**config.mk**
```make
export PLATFORM = sky130hd
export DESIGN_NAME = part_event_monitor
export DESIGN_NICKNAME = d
export VERILOG_FILES = /design/src/rtl/part_evt_pkg.sv /design/src/rtl/part_evt_fifo.sv /design/src/rtl/part_event_monitor.sv
export SDC_FILE = /design/constraint.sdc
export NUM_CORES = 1
export LEC_CHECK = 0
export BUFFER_PORTS_ARGS = -buffer_cell sky130_fd_sc_hd__buf_2
export CAP_MARGIN = 20
export CORE_MARGIN = 4
export CORE_UTILIZATION = 35
export DETAILED_ROUTE_END_ITERATION = 7
export PLACE_DENSITY = 0.57
export SKIP_CTS_REPAIR_TIMING = 1
export SLEW_MARGIN = 0
export SYNTH_ARGS = -nofsm -noshare
export SYNTH_HDL_FRONTEND = slang
export SYNTH_SLANG_ARGS = --single-unit
```
**constraint.sdc**
```tcl
create_clock -name clk -period 2.5 [get_ports clk]
set_clock_uncertainty 0.1 [all_clocks]
set_input_delay 0.125 -clock clk [delete_from_list [all_inputs] [get_ports clk]]
set_output_delay 0.125 -clock clk [all_outputs]
set_load 0.02 [all_outputs]
```
**src/rtl/part_evt_pkg.sv**
```systemverilog
// Shared types, default parameters and helpers for the part event monitor.
package part_evt_pkg;

  localparam int CNT_W_DEF       = 8;
  localparam int TS_W_DEF        = 8;
  localparam int FIFO_DEPTH_DEF  = 4;
  localparam int SYNC_STAGES_DEF = 2;

  // Event record layout at the default timestamp width.
  typedef struct packed {
    logic [TS_W_DEF-1:0] ts;
    logic                y_rise;
    logic                x_rise;
  } evt_rec_t;

  // Increment, holding at the all-ones value of a 'width'-bit counter.
  function automatic logic [31:0] sat_inc(input logic [31:0] count, input int width);
    logic [31:0] max_v;
    max_v = (width >= 32) ? '1 : ((32'd1 << width) - 32'd1);
    return (count >= max_v) ? count : count + 32'd1;
  endfunction

endpackage

```
**src/rtl/part_evt_fifo.sv**
```systemverilog
// Show-ahead FIFO: dout is the head entry whenever empty is low.
module part_evt_fifo #(
  parameter int W     = 10,
  parameter int DEPTH = 4
) (
  input  logic         clk,
  input  logic         rst,
  input  logic         push,
  input  logic [W-1:0] din,
  input  logic         pop,
  output logic [W-1:0] dout,
  output logic         empty,
  output logic         full
);
  localparam int AW = $clog2(DEPTH);

  logic [DEPTH-1:0][W-1:0] mem_q, mem_d;
  logic [AW-1:0]           wr_q, wr_d, rd_q, rd_d;
  logic [AW:0]             cnt_q, cnt_d;
  logic                    do_push, do_pop;

  assign empty = (cnt_q == '0);
  assign full  = (cnt_q == (AW+1)'(DEPTH));
  assign dout  = mem_q[rd_q];

  // A push into a full FIFO is only taken when a pop frees the head slot in the same cycle.
  always_comb begin
    do_pop  = pop & ~empty;
    do_push = push & (~full | do_pop);
    mem_d   = mem_q;
    wr_d    = wr_q;
    rd_d    = rd_q;
    cnt_d   = cnt_q;
    if (do_push) begin
      mem_d[wr_q] = din;
      wr_d        = wr_q + AW'(1);
    end
    if (do_pop) rd_d = rd_q + AW'(1);
    case ({do_push, do_pop})
      2'b10:   cnt_d = cnt_q + (AW+1)'(1);
      2'b01:   cnt_d = cnt_q - (AW+1)'(1);
      default: cnt_d = cnt_q;
    endcase
  end

  // Storage and pointer registers.
  always_ff @(posedge clk or posedge rst) begin
    if (rst) begin
      mem_q <= '0;
      wr_q  <= '0;
      rd_q  <= '0;
      cnt_q <= '0;
    end else begin
      mem_q <= mem_d;
      wr_q  <= wr_d;
      rd_q  <= rd_d;
      cnt_q <= cnt_d;
    end
  end

endmodule

```
**src/rtl/part_event_monitor.sv**
```systemverilog
// Synchronises xPart/yPart, counts their rising edges and queues timestamped records.
module part_event_monitor
  import part_evt_pkg::*;
#(
  parameter int CNT_W       = CNT_W_DEF,
  parameter int TS_W        = TS_W_DEF,
  parameter int FIFO_DEPTH  = FIFO_DEPTH_DEF,
  parameter int SYNC_STAGES = SYNC_STAGES_DEF
) (
  input  logic             clk,
  input  logic             rst,
  input  logic             x_in,
  input  logic             y_in,
  input  logic             clr,
  output logic [CNT_W-1:0] x_count,
  output logic [CNT_W-1:0] y_count,
  output logic             evt_valid,
  input  logic             evt_ready,
  output logic [TS_W+1:0]  evt_data,
  output logic             evt_drop
);
  logic [1:0]       in_raw, rise;
  logic [CNT_W-1:0] x_cnt_q, x_cnt_d, y_cnt_q, y_cnt_d;
  logic [TS_W-1:0]  ts_q, ts_d;
  logic             drop_q, drop_d;
  logic             push, pop, drop, fifo_empty, fifo_full;

  assign in_raw = {y_in, x_in};

  for (genvar ch = 0; ch < 2; ch++) begin : g_ch
    logic [SYNC_STAGES-1:0] sync_q, sync_d;
    logic                   hist_q, hist_d;

    // Shift the raw line through the chain; hist holds the previous synchronised level.
    always_comb begin
      sync_d = {sync_q[SYNC_STAGES-2:0], in_raw[ch]};
      hist_d = sync_q[SYNC_STAGES-1];
    end

    // Chain and history reset low so a line high at reset release gives one rise.
    always_ff @(posedge clk or posedge rst) begin
      if (rst) begin
        sync_q <= '0;
        hist_q <= 1'b0;
      end else begin
        sync_q <= sync_d;
        hist_q <= hist_d;
      end
    end

    assign rise[ch] = sync_q[SYNC_STAGES-1] & ~hist_q;
  end

  assign push = |rise;
  assign pop  = evt_valid & evt_ready;
  assign drop = push & fifo_full & ~pop;

  // Counters (clr beats a same-cycle rise), free-running timestamp, sticky drop (drop beats clr).
  always_comb begin
    x_cnt_d = x_cnt_q;
    y_cnt_d = y_cnt_q;
    if (clr) begin
      x_cnt_d = '0;
      y_cnt_d = '0;
    end else begin
      if (rise[0]) x_cnt_d = CNT_W'(sat_inc(32'(x_cnt_q), CNT_W));
      if (rise[1]) y_cnt_d = CNT_W'(sat_inc(32'(y_cnt_q), CNT_W));
    end
    ts_d   = ts_q + TS_W'(1);
    drop_d = drop ? 1'b1 : (clr ? 1'b0 : drop_q);
  end

  // Counter, timestamp and drop-flag registers.
  always_ff @(posedge clk or posedge rst) begin
    if (rst) begin
      x_cnt_q <= '0;
      y_cnt_q <= '0;
      ts_q    <= '0;
      drop_q  <= 1'b0;
    end else begin
      x_cnt_q <= x_cnt_d;
      y_cnt_q <= y_cnt_d;
      ts_q    <= ts_d;
      drop_q  <= drop_d;
    end
  end

  part_evt_fifo #(
    .W     (TS_W + 2),
    .DEPTH (FIFO_DEPTH)
  ) u_fifo (
    .clk   (clk),
    .rst   (rst),
    .push  (push),
    .din   ({ts_q, rise[1], rise[0]}),
    .pop   (pop),
    .dout  (evt_data),
    .empty (fifo_empty),
    .full  (fifo_full)
  );

  assign x_count   = x_cnt_q;
  assign y_count   = y_cnt_q;
  assign evt_valid = ~fifo_empty;
  assign evt_drop  = drop_q;

endmodule

```
# Word level (Yosys, flattened, before mapping)
# Index checks and enable logic that the tools add are counted.
word_totals:
  register_bits: 78
  out_inout_bits: 28
  elab_cells: 68
op_classes:
  add_sub_neg: 7
  magnitude_cmp: 5
  n_eq_ne: 5
  mux: 14
  n_bitwise: 13
  reduce_logical: 9
op_table:
  columns: ["op", "n"]
  rows:
  - ["$mux 8", 6]
  - ["$bwmux 40", 1]
  - ["$add 8x1->8 const B", 3]
  - ["$bmux 10 s2", 1]
  - ["$demux 10 s2", 1]
  - ["$mux 10", 2]
  - ["$ge 8x8->1 const B", 2]
  - ["$reduce_bool 2->1", 4]
  - ["$and 1x1->1", 7]
  - ["$lt 2x3->1 const B", 2]
  - ["$pmux 3 s2", 1]
  - ["$not 1->1", 5]
  - ["$add 2x1->2 const B", 2]
  - ["$ne 2x2->1 const B", 2]
  - ["$reduce_and 2->1", 2]
  - ["$add 3x1->3 const B", 1]
  - ["$eq 3x3->1 const B", 1]
  - ["$logic_not 3->1", 1]
  - ["$sub 3x1->3 const B", 1]
  - ["$eq 2x1->1 const B", 1]
  - ["$eq 2x2->1 const B", 1]
  - ["$ge 2x1->1 const B", 1]
  - ["$mux 1", 2]
  - ["$reduce_or 2->1", 1]
  - ["2 further kinds", 2]

# Depth between registers and ports, before layout
logic_depth:
  ltp_word: 8
  depth_mapped: 9
  depth_no_buf: 8

# Modules after synthesis
# Synthesis repeated with hierarchy kept, for this count alone.
hier_totals:
  hier_cells: 256
  area_unflattened_um2: 3525.9
modules_own_cells:
  columns: ["module", "instances", "cells_per_inst", "area_per_inst_um2", "seq_area_each_um2"]
  rows:
  - ["part_evt_fifo", 1, 134, 2140.8, 1176.1]
  - ["part_event_monitor", 1, 122, 1385.1, 775.7]

# Worst setup path after synthesis
# No wires, ideal clock.
synth_timing:
  path_kind: "reg-to-reg"
  from: "register u_fifo.cnt_q[0]"
  to: "register u_fifo.cnt_q[2]"
  setup_time_ps: 79
  t_arrival_ps: 2155
  setup_slack_ps: 166
  stages_incl_launch_ff: 10
  path_buffers: 1
  path_cell_list: "dfrtp_1 or4b_4 buf_6 o21ai_2 ha_1 inv_1 fa_1 xor2_1 nor2_1 xor2_1"
synth_between:
  elab_chain_len: 8
  elab_cells_between_ends: 14
  classes_between: "add/sub: 2; eq/ne: 3; mux: 1; bitwise: 6; reduce/logical: 2"
synth_rtl:
  columns: ["item", "line_no", "rtl"]
  rows:
  - ["from (decl)", "part_evt_fifo.sv:19", "logic [AW:0] cnt_q, cnt_d;"]
  - ["from (signal assigned)", "part_evt_fifo.sv:57", "cnt_q <= cnt_d;"]
  - ["$logic_not 3->1", "part_evt_fifo.sv:22", "assign empty = (cnt_q == '0);"]
  - ["$not 1->1", "part_evt_fifo.sv:28, part_event_monitor.sv:104", null]
  - ["$and 1x1->1", "part_event_monitor.sv:55", "assign pop = evt_valid & evt_ready;"]
  - ["$and 1x1->1", "part_evt_fifo.sv:28", "do_pop = pop & ~empty;"]
  - ["$or 1x1->1", "part_evt_fifo.sv:29", "do_push = push & (~full | do_pop);"]
  - ["$and 1x1->1", "part_evt_fifo.sv:29", null]
  - ["$eq 2x1->1 or $eq 2x2->1 (tied branches)", "part_evt_fifo.sv:39", "case ({do_push, do_pop})"]
  - ["$pmux 3 s2 or $reduce_bool 2->1 (tied branches)", null, null]
# Several ways; a longest one is shown, not always the timed one.
# A chain may end at the register's enable or synchronous reset.

# Final worst setup path
# Ends and elaborated chain as after synthesis.

==> flow_summary_export.csv <==
group,metric,value,unit
worst_setup_path,end_kind,"flop",
logic_synthesis,synth-seq-area-share,0.542,
die,die_x,109,um
timing,drv_slew,0,
worst_hold_path,worstHoldStart,"clr",
die,die_h,109,um
timing,worst-slew-pin-transition,0.555,ns
die,std_cell_rows,36,
logic_synthesis,synth-edff-count,0,
drt,drt_iter0_markers,51,
logic_synthesis,ys_ff_latch,78,
timing,max_slew_margin,0.628,
grt,antenna_found_initial,0,
grt,grt-busiest-layer,"met2",
drt,ant_nets,0,
logic_synthesis,synth_top_area_frac,0.542,
timing,min_period,2.32,ns
worst_setup_path,rr_worst_depth,8,
worst_setup_path,rr_endpoint,"u_fifo.cnt_q[2]$_DFFE_PP0P_",
timing,hold_viol,0,
worst_setup_path,path_buf_inv,1,
grt,use_met1,0.156,
logic_synthesis,yosysWarningCount,0,
worst_setup_path,cp_common_cell,"xor2_1",
worst_setup_path,critPathLaunchType,"flop",
worst_hold_path,worstHoldEndpoint,"x_count[4]$_DFFE_PP0P_",
worst_setup_path,worstReg2RegStart,"u_fifo.cnt_q[0]$_DFFE_PP0P_",
worst_setup_path,required,2.68,ns
timing,finalCritPeriodShare,0.926,
drt,drt-total-wl,6570,um
die,core_area,9910,um2
clocking,worstSkewPairLatency,0.35,ns
drt,drt_pre_antenna_iters,4,
job,cap_violations,0,
worst_setup_path,worstSetupPathType,"reg2reg",
placed_design,portBuffers,33,
worst_setup_path,max_stage_delay,0.56,ns
timing,finalSetupViolations,0,
pwr,power,0.00417,W
final_layout,final_nets,321,
clocking,cts-htree-levels,3,
final_layout,final_common_cell,"dfrtp_1",
pwr,powerDensity,1010,nW/um2
placed_design,gp_congestion,0.762,
logic_synthesis,syn_area_per_cell,13.5,um2
final_layout,area_growth,14.2,%
worst_setup_path,critPathMaxFanout,4,
worst_setup_path,cp_top_family,"simple AND/OR/NAND/NOR gates",
drt,drc_errors,0,
logic_synthesis,synth_flop_cell,"dfrtp_1",
pwr,peakVddDrop,0.378,mV
logic_synthesis,syn_inst,267,
timing,rsz0062_at_grt,"false",
die,start_util,0.364,
final_layout,final_cell_mix,"dfrtp_1 (78), buf_2 (33), o21ai_0 (18), mux2_4 (16), nand2_1 (16)",
clocking,clockBufferDepth,2,
logic_synthesis,synth_area,3600,um2
logic_synthesis,synthArstFlopShare,1.00,
clocking,cts-root-buf,"clkbuf_8",
placed_design,dpl.hpwl,4390,um
grt,grt.total_usage,0.126,
clocking,cts_made_buffers,9,
grt,grt.met2_usage,0.201,
worst_setup_path,slowest_stage,"or4b_4",
timing,fin_tns_setup,0,ns
worst_setup_path,crit_chain,"or4b_4 > o21ai_2 > ha_1 > inv_1 > fa_1 > xor2_1 > nor2_1 > xor2_1",
run_status,status,"finished clean",
timing,max_freq,432,MHz
drt,vias,2147,
worst_hold_path,holdPathStages,2,
final_layout,insertedDiodeCount,0,
grt,grt_use_met3,0.0523,
clocking,cts_sinks,78,
logic_synthesis,syn-num-nets,282,
drt,viasPerCell,4.84,
grt,grt_max_degree,79,
die,die_area,12000,um2
logic_synthesis,synthTopCellsByArea,"dfrtp_1 (54%), mux2_4 (6.7%), mux4_2 (6.3%), mux2_2 (4.1%), ha_1 (2.8%)",
clocking,clkTransAtPathRegs,0.07,ns
logic_synthesis,yosysTopAreaCell,"dfrtp_1",
logic_synthesis,ys_types,38,
worst_hold_path,hold_class,"in2reg",
worst_setup_path,arrival,2.49,ns
grt,globalRouteOverflowTotal,0,
grt,grt_pass1_vias,2351,
grt,grt_pass1_wl,11500,um
worst_setup_path,ff2ff_setup_slack,0.18,ns
final_layout,drive_above_1_share,0.322,
pwr,p_leak,1.91,nW
die,io_pins,34,
clocking,cts_tree,"done",
drt,wl_per_cell,14.8,um
-- area by class of cell --
type | count | area [um2]
clock inverters | 4 | 70.1
inverters | 10 | 37.5
well taps | 133 | 166
fillers | 966 | 5790
repair buffers | 41 | 245
flip-flops and latches | 78 | 1950
clock buffers | 12 | 145
multi-input cells | 166 | 1500
-- stage by stage --
step	instance area (um2)	instances	util	hold WS [ns]	setup slack (ns)
after floorplan	3600	267	-	0.0564	0.166
after global placement	3870	425	0.391	0.135	0.227
after detailed placement	3870	425	0.391	0.140	0.198
after CTS	4090	441	0.412	-0.245	0.171
after global routing	4120	444	0.415	0.0412	0.0676
final	4120	444	0.415	0.0421	0.184
-- where the power goes --
part,internal (W),switching (W)
combinational,0.000713,0.000637
clock,0.000587,0.000445
sequential,0.00157,0.000213
total,0.00287,0.00129
-- registers in the layout, indices dropped and copies added (netlist names) --
| register | count |
|---|---|
| g_ch.sync_q | 4 |
| u_fifo.mem_q | 40 |
| x_count | 8 |
| evt_drop | 1 |
| g_ch.hist_q | 2 |
| y_count | 8 |
| u_fifo.rd_q | 2 |
| u_fifo.wr_q | 2 |
| ts_q | 8 |
| u_fifo.cnt_q | 3 |
-- per-layer routing --
layer | wire (um) | part of all wire
met5 | 0 | 0
met2 | 3130 | 0.48
met4 | 68 | 0.010
met1 | 3040 | 0.46
met3 | 331 | 0.050
-- synthesized netlist by cell type, drive strengths merged, types with 2 or more instances --
cell type and n:
or3 7, clkbuf 4, nand3 10, nand2b 2, o31ai 2, mux4 10
xnor2 7, ha 8, mux2i 3, nand4 2, a21oi 7, and3 4
mux2 29, nor2b 2, o211ai 7, or4 2, xor2 10, nor3 2
buf 9, nor2 10, o21ai 20, nand2 16, inv 10, dfrtp 78
-- kinds of logic after synthesis --
kind of cell | Yosys count | share of synthesized area
flops | 78 | 0.542
fa+ha+maj | 9 | 0.0333
simple gates | 59 | 0.0834
compound gates | 39 | 0.0799
mux | 42 | 0.178
xor+xnor | 17 | 0.0413
buf+inv | 23 | 0.0420
-- worst max path at each step --
| stage | start | end | cells after the start |
|---|---|---|---|
| CTS | u_fifo.cnt_q[0]$_DFFE_PP0P_ | u_fifo.cnt_q[2]$_DFFE_PP0P_ | 8 |
| floorplan | u_fifo.cnt_q[0]$_DFFE_PP0P_ | u_fifo.cnt_q[2]$_DFFE_PP0P_ | 9 |
| finish | u_fifo.cnt_q[0]$_DFFE_PP0P_ | u_fifo.cnt_q[2]$_DFFE_PP0P_ | 8 |
| global route | u_fifo.cnt_q[0]$_DFFE_PP0P_ | u_fifo.cnt_q[2]$_DFFE_PP0P_ | 8 |
| global placement | u_fifo.cnt_q[0]$_DFFE_PP0P_ | u_fifo.cnt_q[2]$_DFFE_PP0P_ | 8 |
| detailed placement | u_fifo.cnt_q[0]$_DFFE_PP0P_ | u_fifo.cnt_q[2]$_DFFE_PP0P_ | 8 |
Note: power is estimated with default switching activity, not from simulation.
